File: config.mk
export PLATFORM = sky130hd
export DESIGN_NAME = usr_shift_sequencer
export DESIGN_NICKNAME = d
export VERILOG_FILES = /design/src/rtl/usr_shift_sequencer.sv
export SDC_FILE = /design/constraint.sdc
export NUM_CORES = 1
export LEC_CHECK = 0
export BUFFER_PORTS_ARGS = -buffer_cell sky130_fd_sc_hd__buf_4
export CORE_MARGIN = 1
export CORE_UTILIZATION = 35
export CTS_CLUSTER_DIAMETER = 150
export DETAILED_ROUTE_END_ITERATION = 8
export GPL_TIMING_DRIVEN = 0
export PLACE_DENSITY = 0.6
export SYNTH_ARGS = -nofsm -noshare
export SYNTH_HDL_FRONTEND = slang
export SYNTH_SLANG_ARGS = --single-unit
File: constraint.sdc
create_clock -name clk -period 2 [get_ports clk]
set_input_delay 0 -clock clk [delete_from_list [all_inputs] [get_ports clk]]
set_output_delay 0 -clock clk [all_outputs]
set_load 0.01 [all_outputs]
File: src/rtl/usr_shift_sequencer.sv
// Command-driven sequencer for a 4-bit universal shift register (USR).
// Each accepted command parallel-loads the USR once, then applies N
// shift/rotate steps, then pulses done with the USR contents on result.
//
// Ports:
//   clk, rst         clock; asynchronous active-low reset
//   cmd_valid/ready  host command handshake (ready only in IDLE)
//   cmd_op           000 load, 001 SRL, 010 SLL, 011 ROR, 100 ROL, 101 SRA
//   cmd_count        shift steps after the load
//   cmd_data         value parallel-loaded into the USR
//   usr_sel          USR mode: 00 hold, 01 right, 10 left, 11 load
//   usr_i            USR parallel data
//   usr_ir, usr_il   USR serial inputs for right / left shift
//   usr_q            USR contents, fed back for rotate / arithmetic fill
//   busy             high in LOAD, SHIFT, DONE
//   done             one-cycle completion pulse
//   result           USR contents, meaningful while done is high
module usr_shift_sequencer #(
  parameter int unsigned WIDTH = 4,
  parameter int unsigned CNT_W = 3
) (
  input  logic             clk,
  input  logic             rst,
  input  logic             cmd_valid,
  output logic             cmd_ready,
  input  logic [2:0]       cmd_op,
  input  logic [CNT_W-1:0] cmd_count,
  input  logic [WIDTH-1:0] cmd_data,
  output logic [1:0]       usr_sel,
  output logic [WIDTH-1:0] usr_i,
  output logic             usr_ir,
  output logic             usr_il,
  input  logic [WIDTH-1:0] usr_q,
  output logic             busy,
  output logic             done,
  output logic [WIDTH-1:0] result
);

  typedef enum logic [1:0] {
    ST_IDLE  = 2'd0,
    ST_LOAD  = 2'd1,
    ST_SHIFT = 2'd2,
    ST_DONE  = 2'd3
  } state_t;

  localparam logic [2:0] OP_LOAD = 3'b000;
  localparam logic [2:0] OP_SRL  = 3'b001;
  localparam logic [2:0] OP_SLL  = 3'b010;
  localparam logic [2:0] OP_ROR  = 3'b011;
  localparam logic [2:0] OP_ROL  = 3'b100;
  localparam logic [2:0] OP_SRA  = 3'b101;

  localparam logic [1:0] SEL_HOLD  = 2'b00;
  localparam logic [1:0] SEL_RIGHT = 2'b01;
  localparam logic [1:0] SEL_LEFT  = 2'b10;
  localparam logic [1:0] SEL_LOAD  = 2'b11;

  state_t             state_q;
  state_t             state_d;
  logic [2:0]         op_q;
  logic [CNT_W-1:0]   cnt_q;
  logic [WIDTH-1:0]   data_q;
  logic               accept_c;
  logic               load_only_c;

  assign accept_c    = (state_q == ST_IDLE) && cmd_valid;
  // 110/111 behave as load-only: no shift steps
  assign load_only_c = (cmd_op == OP_LOAD) || (cmd_op[2:1] == 2'b11);
  assign result      = usr_q;

  // State register
  always_ff @(posedge clk or negedge rst) begin
    if (!rst) begin
      state_q <= ST_IDLE;
    end else begin
      state_q <= state_d;
    end
  end

  // Command latch and remaining-step counter
  always_ff @(posedge clk or negedge rst) begin
    if (!rst) begin
      op_q   <= 3'b000;
      cnt_q  <= '0;
      data_q <= '0;
    end else if (accept_c) begin
      op_q   <= cmd_op;
      cnt_q  <= load_only_c ? CNT_W'(0) : cmd_count;
      data_q <= cmd_data;
    end else if ((state_q == ST_SHIFT) && (cnt_q != '0)) begin
      cnt_q  <= cnt_q - CNT_W'(1);
    end
  end

  // Next-state and state-decoded outputs; serial fill follows live usr_q
  always_comb begin
    state_d   = state_q;
    cmd_ready = 1'b0;
    busy      = 1'b0;
    done      = 1'b0;
    usr_sel   = SEL_HOLD;
    usr_i     = '0;
    usr_ir    = 1'b0;
    usr_il    = 1'b0;

    case (state_q)
      ST_IDLE: begin
        cmd_ready = 1'b1;
        if (cmd_valid) begin
          state_d = ST_LOAD;
        end
      end

      ST_LOAD: begin
        busy    = 1'b1;
        usr_sel = SEL_LOAD;
        usr_i   = data_q;
        state_d = (cnt_q != '0) ? ST_SHIFT : ST_DONE;
      end

      ST_SHIFT: begin
        busy  = 1'b1;
        usr_i = data_q;
        case (op_q)
          OP_SRL: begin
            usr_sel = SEL_RIGHT;
          end
          OP_SLL: begin
            usr_sel = SEL_LEFT;
          end
          OP_ROR: begin
            usr_sel = SEL_RIGHT;
            usr_ir  = usr_q[0];
          end
          OP_ROL: begin
            usr_sel = SEL_LEFT;
            usr_il  = usr_q[WIDTH-1];
          end
          OP_SRA: begin
            usr_sel = SEL_RIGHT;
            usr_ir  = usr_q[WIDTH-1];
          end
          default: begin
            usr_sel = SEL_HOLD;
          end
        endcase
        // Counter holds the steps still to apply, including this one
        if (cnt_q <= CNT_W'(1)) begin
          state_d = ST_DONE;
        end
      end

      ST_DONE: begin
        busy    = 1'b1;
        done    = 1'b1;
        usr_i   = data_q;
        state_d = ST_IDLE;
      end

      default: begin
        state_d = ST_IDLE;
      end
    endcase
  end

endmodule
==> impl_metrics.tcl <==
set metrics [dict create \
    cts_tree "done" \
    yosysSeqAreaShare_pct 36.64 \
    status "finished, final reports clean" \
    start_kind "flop" \
    die_height_um 50.39 \
    final_nets 140 \
    nFillCells 198 \
    critPathCaptureType "flop" \
    cp_max_fo 9 \
    synth.cell_area_um2 819.5 \
    yosys-top-cells-count "dfrtp_1 (12), ha_1 (7), mux2_4 (7)" \
    synth_warnings 0 \
    finalHoldViolCount 0 \
    setup_tns_ns 0 \
    floorplan.initialDensity_pct 37.05 \
    wl_per_cell_um 11.53 \
    gp_congestion 0.6605 \
    vdd_drop_max_v 0.0006904 \
    cts_sinks 12 \
    drt-total-wl_um 1649 \
    crit_arrival_ns 1.82 \
    final_antenna_net_count 0 \
    yosysUniqueCellTypes 28 \
    fmax_mhz 603.4 \
    synth_area_leaders "dfrtp_1 (37%), mux2_4 (13%), ha_1 (11%), and2b_2 (4.3%), buf_4 (3.7%)" \
    antenna_found_initial 0 \
    setup_ws_ns 0.3428 \
    die_w_um 50.39 \
    powerDensity_mw_per_mm2 1422 \
    synth_area_per_cell_um2 11.54 \
    place_ws_ns 0.3526 \
    drt_iter0_drc 9 \
    slew_viol_final 0 \
    antenna_cells 0 \
    max_cap_viol_count 0 \
    grt_pass1_wl_um 2649 \
    grt.overflow.total 0 \
    synth_ff_type "dfrtp_1" \
    power_leakage_nw 0.6116 \
    globalRouteMet3Util_pct 4.848 \
    layout-drive-gt1-share_pct 46.96 \
    core-area_mm2 0.002212 \
    period_needed_ns 1.657 \
    async_flop_share_pct 100.0 \
    vias 652 \
    grt_max_degree 13 \
    cts_root_buf "clkbuf_4" \
    finClkSkew_ns 0.004743 \
    tightest_slew_ns 0.3379 \
    port-buffer-count 29 \
    synth_cells 71 \
    clk_latency_ns 0.27 \
    cts_buffer_depth 2 \
    firstDrtPassIters 6 \
    yosysTopAreaCellShare_pct 36.64 \
    die_area_mm2 0.002539 \
    yosysTopAreaCell "dfrtp_1" \
    numCtsBuffers 3 \
    post-route-drc-count 0 \
    area_growth_syn_to_layout_pct 48.70 \
    track_usage_pct 13.97 \
    syn_nets 95 \
    htreeDepth 1 \
    timing.hold.ws_ns 0.1090 \
    row_count 17 \
    relSlewSlack_pct 77.47 \
    busiest_layer "met2" \
    hp-class "in -> async" \
    finalSetupViolCount 0 \
    first_global_vias 583 \
    place_hpwl_um 1194 \
    path_class "reg -> reg" \
    synth.most_common_cell "dfrtp_1" \
    clk_pin_slew_ns 0.08 \
    worstPathRequired_ns 2.16 \
    grt_use_met1_pct 18.68 \
    io_pins 32 \
    synth_seq_cells 12 \
    power_mw 1.733 \
    synth_edf_count 0 \
    post-route-period-util_pct 82.86 \
    viasPerCell 4.559 \
    rsz0062_at_grt "false" \
    grtUsageMet2_pct 21.78 \
]
## worst max-delay path: stages, from the launching register on
cell and delay, ns:
dfrtp_1 0.40, inv_1 0.12, ha_1 0.37, inv_2 0.08, o221ai_2 0.24, mux2_1 0.34
## cells by family after synthesis
family	count (synthesis)	synth area share, %
AND/OR/NAND/NOR	17	14.20
AO/OA/AOI/OAI	12	12.06
flip-flops	12	36.64
buffers and inverters	11	7.786
multiplexers	9	15.42
adder cells (fa/ha/maj)	7	10.69
XOR/XNOR	3	3.207
## registers in the layout (all words and copies together), names as in the netlist
signal,count
op_q,3
state_q,2
cnt_q,3
data_q,4
## placed cells by master (no fill, tap or decap), drive strengths merged
cell type / instances
ha: 7
o221ai: 1
inv: 6
o22ai: 1
a211oi: 1
dfrtp: 12
nand3: 1
dlygate4sd3: 11
clkbuf: 4
o21ai: 1
a21oi: 2
and2b: 4
nand2: 4
a22o: 3
nand2b: 2
a311oi: 1
o21a: 2
nor2: 1
buf: 34
nor3b: 2
nand3b: 2
mux2i: 1
nor3: 1
xnor2: 3
mux2: 8
## layer usage
layer  share of wire [%]  wire [um]
met1                  46        765
met2                  49        813
met3                 4.2         70
met4                   0          0
met5                   0          0
## power breakdown
group	internal, mW	leakage, nW	total, mW	switching [mW]
logic	0.618	0.447	1.06	0.440
clock network	0.111	0.0210	0.189	0.0787
registers	0.372	0.143	0.486	0.114
total	1.10	0.612	1.73	0.633
## metrics by stage
| stage | area [um2] | instances | util, % |
|---|---|---|---|
| 2_1_floorplan | 819.5 | 71 | - |
| 3_3_place_gp | 1072 | 128 | 48.47 |
| 3_5_place_dp | 1072 | 128 | 48.47 |
| 4_1_cts | 1219 | 143 | 55.09 |
| 5_1_grt | 1219 | 143 | 55.09 |
| 6_report | 1219 | 143 | 55.09 |
## area by class of cell
type / count / area [um2] / share of cell area (%)
repair buffers: 40 / 327.8 / 26.90
flip-flops and latches: 12 / 300.3 / 24.64
well taps: 28 / 35.03 / 2.875
inverters: 6 / 22.52 / 1.848
multi-input cells: 48 / 455.4 / 37.37
clock buffers: 4 / 36.28 / 2.977
plain buffers: 5 / 41.29 / 3.388
## what timing repair did
item,in CTS,in global routing
setup buffers,0,0
endpoints found under the hold margin,22,0
gates resized for setup,0,0
hold buffers,11,0
## worst paths after layout
path | endpoint | depth (start not counted) | from | slack [ns]
worst max register to register | state_q[1]$_DFFE_PN0P_ | 5 | state_q[0]$_DFFE_PN0P_ | 0.34
worst min register to register | data_q[1]$_DFFE_PN0P_ | 1 | data_q[1]$_DFFE_PN0P_ | 0.51
min in group clk | state_q[0]$_DFFE_PN0P_ | 3 | cmd_valid | 0.16
worst min-delay path | op_q[0]$_DFFE_PN0P_ | 2 | rst | 0.11
max in group asynchronous | data_q[0]$_DFFE_PN0P_ | 2 | rst | 1.73
worst max-delay path | state_q[1]$_DFFE_PN0P_ | 5 | state_q[0]$_DFFE_PN0P_ | 0.34
No activity file was read; power rests on OpenSTA's default activity.
